===== src/rtl/mac_table_ctrl_if.sv =====
// Bundle of the MAC table controller's requester, flush and table RAM signals.
//   slave  : the controller view (serves lookup/learn, drives the RAM port)
//   master : the surrounding view (hash units, flush source and the RAM itself)
// Signals: ilkp_* / olkp_* lookup handshake, ilrn_* / olrn_ack learn handshake,
//          iflush / obusy flush control, omem_* / imem_rdata table RAM port.
interface mac_table_ctrl_if #(
    parameter int unsigned pADDR_WIDTH = 14,
    parameter int unsigned pMAC_WIDTH  = 48,
    parameter int unsigned pPORT_WIDTH = 4
);
    localparam int unsigned W = 1 + pPORT_WIDTH + pMAC_WIDTH;

    logic                   ilkp_req;
    logic [pADDR_WIDTH-1:0] ilkp_addr;
    logic [pMAC_WIDTH-1:0]  ilkp_mac;
    logic                   olkp_ack;
    logic                   olkp_hit;
    logic [pPORT_WIDTH-1:0] olkp_port;

    logic                   ilrn_req;
    logic [pADDR_WIDTH-1:0] ilrn_addr;
    logic [pMAC_WIDTH-1:0]  ilrn_mac;
    logic [pPORT_WIDTH-1:0] ilrn_port;
    logic                   olrn_ack;

    logic                   iflush;
    logic                   obusy;

    logic [pADDR_WIDTH-1:0] omem_addr;
    logic                   omem_re;
    logic                   omem_we;
    logic [W-1:0]           omem_wdata;
    logic [W-1:0]           imem_rdata;

    modport slave (
        input  ilkp_req, ilkp_addr, ilkp_mac,
        output olkp_ack, olkp_hit, olkp_port,
        input  ilrn_req, ilrn_addr, ilrn_mac, ilrn_port,
        output olrn_ack,
        input  iflush,
        output obusy,
        output omem_addr, omem_re, omem_we, omem_wdata,
        input  imem_rdata
    );

    modport master (
        output ilkp_req, ilkp_addr, ilkp_mac,
        input  olkp_ack, olkp_hit, olkp_port,
        output ilrn_req, ilrn_addr, ilrn_mac, ilrn_port,
        input  olrn_ack,
        output iflush,
        input  obusy,
        input  omem_addr, omem_re, omem_we, omem_wdata,
        output imem_rdata
    );
endinterface


===== src/rtl/mac_table_ctrl.sv =====
// MAC table controller: sequences a single-port, 1-cycle-read table RAM for
// destination lookups and source learns (round-robin arbitrated), and runs a
// whole-table flush sweep. Entry layout is {valid, port, mac}.
// Ports: iclk, irst_n (async active-low), bus (mac_table_ctrl_if.slave).
module mac_table_ctrl #(
    parameter int unsigned pADDR_WIDTH = 14,
    parameter int unsigned pMAC_WIDTH  = 48,
    parameter int unsigned pPORT_WIDTH = 4
) (
    input  logic              iclk,
    input  logic              irst_n,
    mac_table_ctrl_if.slave   bus
);
    localparam int unsigned W = 1 + pPORT_WIDTH + pMAC_WIDTH;
    localparam logic [pADDR_WIDTH-1:0] LAST_ADDR = '1;

    typedef enum logic [2:0] {
        IDLE, LKP_RD, LKP_CMP, LRN_RD, LRN_CMP, LRN_WR, FLUSH
    } state_t;

    state_t                 state_q, state_d;
    logic                   rr_q, rr_d;            // 0: lookup has priority next
    logic                   flush_pend_q, flush_pend_d;
    logic [pADDR_WIDTH-1:0] fl_cnt_q, fl_cnt_d;

    logic                   lkp_ack_q, lkp_ack_d;
    logic                   lkp_hit_q, lkp_hit_d;
    logic [pPORT_WIDTH-1:0] lkp_port_q, lkp_port_d;
    logic                   lrn_ack_q, lrn_ack_d;
    logic                   busy_q, busy_d;
    logic [pADDR_WIDTH-1:0] mem_addr_q, mem_addr_d;
    logic                   mem_re_q, mem_re_d;
    logic                   mem_we_q, mem_we_d;
    logic [W-1:0]           mem_wdata_q, mem_wdata_d;

    // Fields of the entry returned by the RAM
    logic                   rd_valid;
    logic [pPORT_WIDTH-1:0] rd_port;
    logic [pMAC_WIDTH-1:0]  rd_mac;
    assign rd_valid = bus.imem_rdata[W-1];
    assign rd_port  = bus.imem_rdata[W-2 -: pPORT_WIDTH];
    assign rd_mac   = bus.imem_rdata[pMAC_WIDTH-1:0];

    logic grant_lkp, grant_lrn;

    // Next-state and next-output logic
    always_comb begin
        state_d      = state_q;
        rr_d         = rr_q;
        flush_pend_d = flush_pend_q | (bus.iflush & ~busy_q);
        fl_cnt_d     = fl_cnt_q;
        lkp_ack_d    = 1'b0;
        lkp_hit_d    = 1'b0;
        lkp_port_d   = '0;
        lrn_ack_d    = 1'b0;
        busy_d       = busy_q;
        mem_addr_d   = mem_addr_q;
        mem_re_d     = 1'b0;
        mem_we_d     = 1'b0;
        mem_wdata_d  = '0;
        grant_lkp    = 1'b0;
        grant_lrn    = 1'b0;

        case (state_q)
            IDLE: begin
                if (flush_pend_q) begin
                    state_d      = FLUSH;
                    busy_d       = 1'b1;
                    flush_pend_d = 1'b0;
                    fl_cnt_d     = '0;
                    mem_addr_d   = '0;
                    mem_we_d     = 1'b1;
                end else if (!(lkp_ack_q || lrn_ack_q)) begin
                    // Hold off one cycle after an ack so the requester can drop req
                    grant_lkp = bus.ilkp_req & (~bus.ilrn_req | ~rr_q);
                    grant_lrn = bus.ilrn_req & (~bus.ilkp_req |  rr_q);
                    if (grant_lkp) begin
                        state_d    = LKP_RD;
                        mem_addr_d = bus.ilkp_addr;
                        mem_re_d   = 1'b1;
                        rr_d       = ~rr_q;
                    end else if (grant_lrn) begin
                        state_d    = LRN_RD;
                        mem_addr_d = bus.ilrn_addr;
                        mem_re_d   = 1'b1;
                        rr_d       = ~rr_q;
                    end
                end
            end
            LKP_RD: state_d = LKP_CMP;
            LKP_CMP: begin
                lkp_ack_d  = 1'b1;
                lkp_hit_d  = rd_valid && (rd_mac == bus.ilkp_mac);
                lkp_port_d = lkp_hit_d ? rd_port : '0;
                state_d    = IDLE;
            end
            LRN_RD: state_d = LRN_CMP;
            LRN_CMP: begin
                if (rd_valid && (rd_mac == bus.ilrn_mac) && (rd_port == bus.ilrn_port)) begin
                    lrn_ack_d = 1'b1;
                    state_d   = IDLE;
                end else begin
                    // Empty slot, moved station or collision: latest learner overwrites
                    mem_we_d    = 1'b1;
                    mem_wdata_d = {1'b1, bus.ilrn_port, bus.ilrn_mac};
                    state_d     = LRN_WR;
                end
            end
            LRN_WR: begin
                lrn_ack_d = 1'b1;
                state_d   = IDLE;
            end
            FLUSH: begin
                fl_cnt_d = fl_cnt_q + pADDR_WIDTH'(1);
                if (fl_cnt_q == LAST_ADDR) begin
                    busy_d  = 1'b0;
                    state_d = IDLE;
                end else begin
                    mem_addr_d = fl_cnt_q + pADDR_WIDTH'(1);
                    mem_we_d   = 1'b1;
                end
            end
            default: state_d = IDLE;
        endcase
    end

    // State and output registers
    always_ff @(posedge iclk or negedge irst_n) begin
        if (!irst_n) begin
            state_q      <= IDLE;
            rr_q         <= 1'b0;
            flush_pend_q <= 1'b0;
            fl_cnt_q     <= '0;
            lkp_ack_q    <= 1'b0;
            lkp_hit_q    <= 1'b0;
            lkp_port_q   <= '0;
            lrn_ack_q    <= 1'b0;
            busy_q       <= 1'b0;
            mem_addr_q   <= '0;
            mem_re_q     <= 1'b0;
            mem_we_q     <= 1'b0;
            mem_wdata_q  <= '0;
        end else begin
            state_q      <= state_d;
            rr_q         <= rr_d;
            flush_pend_q <= flush_pend_d;
            fl_cnt_q     <= fl_cnt_d;
            lkp_ack_q    <= lkp_ack_d;
            lkp_hit_q    <= lkp_hit_d;
            lkp_port_q   <= lkp_port_d;
            lrn_ack_q    <= lrn_ack_d;
            busy_q       <= busy_d;
            mem_addr_q   <= mem_addr_d;
            mem_re_q     <= mem_re_d;
            mem_we_q     <= mem_we_d;
            mem_wdata_q  <= mem_wdata_d;
        end
    end

    assign bus.olkp_ack   = lkp_ack_q;
    assign bus.olkp_hit   = lkp_hit_q;
    assign bus.olkp_port  = lkp_port_q;
    assign bus.olrn_ack   = lrn_ack_q;
    assign bus.obusy      = busy_q;
    assign bus.omem_addr  = mem_addr_q;
    assign bus.omem_re    = mem_re_q;
    assign bus.omem_we    = mem_we_q;
    assign bus.omem_wdata = mem_wdata_q;
endmodule

===== src/flat_wrapper.sv =====
// flat-port wrapper written by rule: the top's interface ports become plain ports
module mac_table_ctrl_flat 
#(
    parameter int unsigned pADDR_WIDTH = 14,
    parameter int unsigned pMAC_WIDTH  = 48,
    parameter int unsigned pPORT_WIDTH = 4
)
  (iclk, irst_n, bus_ilkp_req, bus_ilkp_addr, bus_ilkp_mac, bus_olkp_ack, bus_olkp_hit, bus_olkp_port, bus_ilrn_req, bus_ilrn_addr, bus_ilrn_mac, bus_ilrn_port, bus_olrn_ack, bus_iflush, bus_obusy, bus_omem_addr, bus_omem_re, bus_omem_we, bus_omem_wdata, bus_imem_rdata);
  mac_table_ctrl_if #(.pADDR_WIDTH(pADDR_WIDTH), .pMAC_WIDTH(pMAC_WIDTH), .pPORT_WIDTH(pPORT_WIDTH)) bus_i ();
  input  logic iclk;
  input  logic irst_n;
  input wire logic [$bits(bus_i.ilkp_req)-1:0] bus_ilkp_req;
  input wire logic [$bits(bus_i.ilkp_addr)-1:0] bus_ilkp_addr;
  input wire logic [$bits(bus_i.ilkp_mac)-1:0] bus_ilkp_mac;
  output wire logic [$bits(bus_i.olkp_ack)-1:0] bus_olkp_ack;
  output wire logic [$bits(bus_i.olkp_hit)-1:0] bus_olkp_hit;
  output wire logic [$bits(bus_i.olkp_port)-1:0] bus_olkp_port;
  input wire logic [$bits(bus_i.ilrn_req)-1:0] bus_ilrn_req;
  input wire logic [$bits(bus_i.ilrn_addr)-1:0] bus_ilrn_addr;
  input wire logic [$bits(bus_i.ilrn_mac)-1:0] bus_ilrn_mac;
  input wire logic [$bits(bus_i.ilrn_port)-1:0] bus_ilrn_port;
  output wire logic [$bits(bus_i.olrn_ack)-1:0] bus_olrn_ack;
  input wire logic [$bits(bus_i.iflush)-1:0] bus_iflush;
  output wire logic [$bits(bus_i.obusy)-1:0] bus_obusy;
  output wire logic [$bits(bus_i.omem_addr)-1:0] bus_omem_addr;
  output wire logic [$bits(bus_i.omem_re)-1:0] bus_omem_re;
  output wire logic [$bits(bus_i.omem_we)-1:0] bus_omem_we;
  output wire logic [$bits(bus_i.omem_wdata)-1:0] bus_omem_wdata;
  input wire logic [$bits(bus_i.imem_rdata)-1:0] bus_imem_rdata;
  assign bus_i.ilkp_req = bus_ilkp_req;
  assign bus_i.ilkp_addr = bus_ilkp_addr;
  assign bus_i.ilkp_mac = bus_ilkp_mac;
  assign bus_olkp_ack = bus_i.olkp_ack;
  assign bus_olkp_hit = bus_i.olkp_hit;
  assign bus_olkp_port = bus_i.olkp_port;
  assign bus_i.ilrn_req = bus_ilrn_req;
  assign bus_i.ilrn_addr = bus_ilrn_addr;
  assign bus_i.ilrn_mac = bus_ilrn_mac;
  assign bus_i.ilrn_port = bus_ilrn_port;
  assign bus_olrn_ack = bus_i.olrn_ack;
  assign bus_i.iflush = bus_iflush;
  assign bus_obusy = bus_i.obusy;
  assign bus_omem_addr = bus_i.omem_addr;
  assign bus_omem_re = bus_i.omem_re;
  assign bus_omem_we = bus_i.omem_we;
  assign bus_omem_wdata = bus_i.omem_wdata;
  assign bus_i.imem_rdata = bus_imem_rdata;
  mac_table_ctrl #(.pADDR_WIDTH(pADDR_WIDTH), .pMAC_WIDTH(pMAC_WIDTH), .pPORT_WIDTH(pPORT_WIDTH)) u_core (.iclk(iclk), .irst_n(irst_n), .bus(bus_i));
endmodule

===== config.mk =====
export PLATFORM = sky130hd
export DESIGN_NAME = mac_table_ctrl_flat
export DESIGN_NICKNAME = d
export VERILOG_FILES = /design/src/rtl/mac_table_ctrl_if.sv /design/src/rtl/mac_table_ctrl.sv /design/src/flat_wrapper.sv
export SDC_FILE = /design/constraint.sdc
export NUM_CORES = 1
export LEC_CHECK = 0
export CAP_MARGIN = 20
export CORE_ASPECT_RATIO = 2
export CORE_MARGIN = 3
export CORE_UTILIZATION = 25
export CTS_CLUSTER_DIAMETER = 40
export DETAILED_ROUTE_END_ITERATION = 8
export PLACE_DENSITY = 0.63
export SETUP_SLACK_MARGIN = 0.4
export SLEW_MARGIN = 10
export SYNTH_ARGS = -nofsm -noshare
export SYNTH_HDL_FRONTEND = slang
export SYNTH_SLANG_ARGS = --single-unit

===== constraint.sdc =====
create_clock -name iclk -period 2.5 [get_ports iclk]
set_input_delay 0.5 -clock iclk [delete_from_list [all_inputs] [get_ports iclk]]
set_output_delay 0.5 -clock iclk [all_outputs]
set_load 0.01 [all_outputs]

==> impl.org <==
** Outcome
- The run finished with clean final reports.

** Synthesis
- Share of the yosys chip area belonging to registers :: 47.93%
- Of all cell types, the one taking the most synthesized area is sky130_fd_sc_hd__dfrtp_1.
- Biggest area contributors in the synthesized netlist :: sky130_fd_sc_hd__dfrtp_1 48%, sky130_fd_sc_hd__xnor2_1 10%, sky130_fd_sc_hd__and2_1 6.6%
- After synthesis the cells add up to 5012 um^2.
- Most used flip-flop cell after synthesis :: sky130_fd_sc_hd__dfrtp_1
- Yosys warning count :: 0
- The average instance in the mapped netlist occupies 10.27 um^2.
- In the synthesized netlist the async set-or-reset flop fraction comes to 100.0%.
- In this run, synthesis inferred 0 flip-flops with an integrated enable.
- When the netlist entered floorplanning its net count stood at 675.
- Count of different cell masters after synthesis :: 43
- The share of synthesized area in the top cell type comes to 47.93%.
- In the synthesized netlist, the number of instances is 488.
- Counting flops and latches in the post-synthesis netlist gives 96.

** STA
- Final slew viol count :: 0
- At the pin with the least slew margin, the transition time is 0.5077 ns.
- Setup violations remaining at the end of the flow were counted as 0.
- Setup WS post-layout :: 0.4614 ns
- Timing would allow up to 0.4905 GHz.
- The clock arrives with 0.009766 ns of skew.
- RSZ-0062 raised after global routing :: yes
- Subtracting the final worst setup slack from the clock period gives 2.039 ns.
- Worst-case headroom to the max-slew limit :: 66.04%
- Count of endpoints failing hold in the final timing report :: 0
- Post-route clock period utilization :: 81.55%
- Fin Hold WS :: 0.09080 ns

** Global routing
- Global routing finished with a remaining overflow of 0.
- Initial antenna violation count :: 2
- Overall global routing resource usage :: 18.76%
- Largest net degree at the start of global routing :: 65
- The number of global-route vias before repair was 5284.
- Global-route wire length before repair :: 30200 um

** Setup path
- Kind of end point of the critical path :: flip-flop
- STA classifies the critical path startpoint as an input pin.
- Critical path's largest stage delay :: 0.48 ns
- Critical-path maximum fanout :: 18
- The critical path is of the in2reg type.
- Critical Path AT :: 2.28 ns
- Dominant delay contributor by cell family on the critical path :: buffers and inverters
- The critical path goes through clkdlybuf4s50_1 > xor2_1 > a21oi_2 > and4_1 > nand4_1 > o21ba_4 > buf_6 > and2_1.
- Count of buffering cells on the critical path with inverters included :: 2
- Data required time at the worst endpoint :: 2.74 ns
- Among all stages on the critical path, the largest delay is contributed by sky130_fd_sc_hd__clkdlybuf4s50_1.

** Final layout
- Registers take 2404 um^2.
- The top cell types in the final layout, fill and taps aside, are 166 x sky130_fd_sc_hd__clkdlybuf4s50_1, 95 x sky130_fd_sc_hd__dfrtp_1, 61 x sky130_fd_sc_hd__buf_4, 52 x sky130_fd_sc_hd__and2_1, 49 x sky130_fd_sc_hd__xnor2_1.
- The library cell used most frequently in the layout, excluding fill and tap cells, is sky130_fd_sc_hd__clkdlybuf4s50_1.
- Net count of the finished layout :: 995
- Area of the multi-input gates :: 2713 um^2
- Measured on the finished design, the core utilization comes to 45.70%.
- The area growth from synthesis to layout is 78.23%.
- Share of final-layout standard cells stronger than drive strength 1 :: 16.50%
- Count of fill cells added during filler insertion :: 1948

** Placed design
- # port buffers :: 262
- Total half-perimeter wirelength after legalization and detailed placement :: 17310 um
- OpenSTA, run right after detailed placement, puts the worst setup slack at -0.3714 ns.
- The congestion estimate from routability-driven global placement came to 0.8738.

** Floorplanning
- The floorplan has 72 rows.
- Measured along the y axis, the die boundary spans 206.2 um.
- The die covers 21890 um^2.
- For this design the top-level I/O count stands at 263.
- The initial utilization of the core area, before any placement, comes to 25.64%.
- In this run the horizontal extent of the chip is 106.1 um.
- Core ar. :: 19550 um^2

** Clock network
- The longest clock path from root to sink contains 2 buffers.
- The H-tree was split into 3 levels.
- CTS root buffer :: sky130_fd_sc_hd__clkbuf_16
- CTS saw 96 sinks.
- TritonCTS built the clock tree.
- Clock-pin slew was measured on the worst setup and hold paths at 0.07 ns.
- At the later pin of the worst-skew pair, clock insertion delay measures 0.35 ns.
- In this run, CTS created clock tree buffers numbering 9.

** Route
- After detailed routing, the number of remaining DRC violations is 0.
- The routed layout has 4846 vias.
- Routed length per placed instance :: 19.05 um
- For this run, the detailed router's first-pass iteration total came to 7.
- Drt initial violations :: 217
- Wires add up to 20440 um.
- Via density :: 4.516
- The count of nets left with antenna violations once routing finished came out at 0.

** Hold path
- Class of the worst hold path :: in2async

** Power and ir drop
- In this run the power density over the cells is 588.4 nW/um^2.
- In this run the static leakage power is 4.126 nW.
- VDD sags by at most 0.0002677 V.

** Run
- Across the run, the number of max-cap violations was 0.
==> sequential cells by signal, indices dropped and copies added (netlist names), 3 cells and up <==
register / count
u_core.bus.olkp_port: 4
u_core.bus.omem_addr: 14
u_core.bus.omem_wdata: 53
u_core.fl_cnt_q: 14
u_core.state_q: 3
==> area by class of cell <==
class | count | share of cell area [%]
inverter | 18 | 0.7563
clock inverter | 6 | 1.022
multi-input combinational | 358 | 30.36
tap | 259 | 3.627
antenna | 2 | 0.05602
clock buffer | 9 | 2.521
timing repair buffer | 325 | 34.75
sequential | 96 | 26.90
==> kinds of logic after synthesis <==
family	count (synthesis)	synth area share [%]
simple gates	164	17.90
xor+xnor	97	16.95
flops	96	47.93
compound gates	82	11.48
buf+inv	34	2.596
mux	14	2.896
fa+ha+maj	1	0.2496
==> synth_stat cells (10+ instances only) <==
master and count:
sky130_fd_sc_hd__clkbuf_1 14, sky130_fd_sc_hd__nor4_1 12, sky130_fd_sc_hd__o21a_1 10, sky130_fd_sc_hd__o221ai_1 11, sky130_fd_sc_hd__nand2_1 23, sky130_fd_sc_hd__mux2i_1 10
sky130_fd_sc_hd__a21oi_1 11, sky130_fd_sc_hd__nor2_1 26, sky130_fd_sc_hd__xnor2_1 60, sky130_fd_sc_hd__dfrtp_1 96, sky130_fd_sc_hd__inv_1 18, sky130_fd_sc_hd__o21ai_0 19
sky130_fd_sc_hd__and2_1 53, sky130_fd_sc_hd__xor2_1 37, sky130_fd_sc_hd__nand4_1 17, sky130_fd_sc_hd__nand3_1 10
==> path summary, 6_finish.rpt <==
check / slack [ns] / from / cells after the start / to
setup / recovery: 0.46 / bus_ilrn_mac[15] / 8 / u_core.bus.omem_wdata[48]
hold / removal: 0.09 / irst_n / 1 / u_core.bus.omem_wdata[9]
setup reg to reg: 0.50 / u_core.fl_cnt_q[0] / 8 / u_core.bus.omem_addr[13]
hold reg to reg: 0.49 / u_core.rr_q / 1 / u_core.rr_q
max in group asynchronous: 1.70 / irst_n / 2 / u_core.bus.omem_wdata[28]
min in group iclk: 0.37 / bus_ilrn_mac[5] / 2 / u_core.bus.omem_wdata[5]
==> metal layers <==
| metal | GRT usage (%) | wire length (um) | vias to the layer above |
|---|---|---|---|
| li1 | - | - | 2321 |
| met1 | 17.06 | 6253 | 2262 |
| met2 | 36.34 | 11660 | 230 |
| met3 | 4.970 | 1434 | 33 |
| met4 | 10.93 | 1085 | 0 |
| met5 | 0 | 0 | - |
==> worst reg2reg max path, stage by stage, from the launching register on <==
cell and delay, ns:
sky130_fd_sc_hd__dfrtp_2 0.45, sky130_fd_sc_hd__ha_2 0.25, sky130_fd_sc_hd__inv_1 0.11, sky130_fd_sc_hd__nor2_2 0.07
sky130_fd_sc_hd__and3_1 0.25, sky130_fd_sc_hd__o22ai_2 0.23, sky130_fd_sc_hd__buf_12 0.20, sky130_fd_sc_hd__o221ai_1 0.19
sky130_fd_sc_hd__o21a_1 0.15
==> power by group <==
part | total [mW] | switching, mW | internal [mW]
Sequential | 1.85 | 0.0818 | 1.77
Combinational | 1.90 | 0.897 | 1.01
Clock | 1.50 | 0.625 | 0.879
Total | 5.26 | 1.60 | 3.65
==> timing repair <==
item / 4_1_cts / 5_1_grt
hold buffers: 0 / 0
cloned: 0 / 0
pin swaps: 36 / 42
setup buffers: 2 / 1
gates resized for setup: 124 / 71
endpoints found under the setup margin: 65 / 70
hold endpoints to repair: 0 / 0
==> through the flow <==
step	setup TNS [ns]	cell area (um^2)	cells	total power, mW
5_1_grt	0	8934	1073	5.543
3_5_place_dp	-19.67	8388	1053	3.804
4_1_cts	0	8757	1070	5.324
2_1_floorplan	0	5019	488	2.616
3_3_place_gp	-18.14	8388	1053	3.792
6_report	0	8934	1073	5.256
Power figures use the tool's default switching activity.
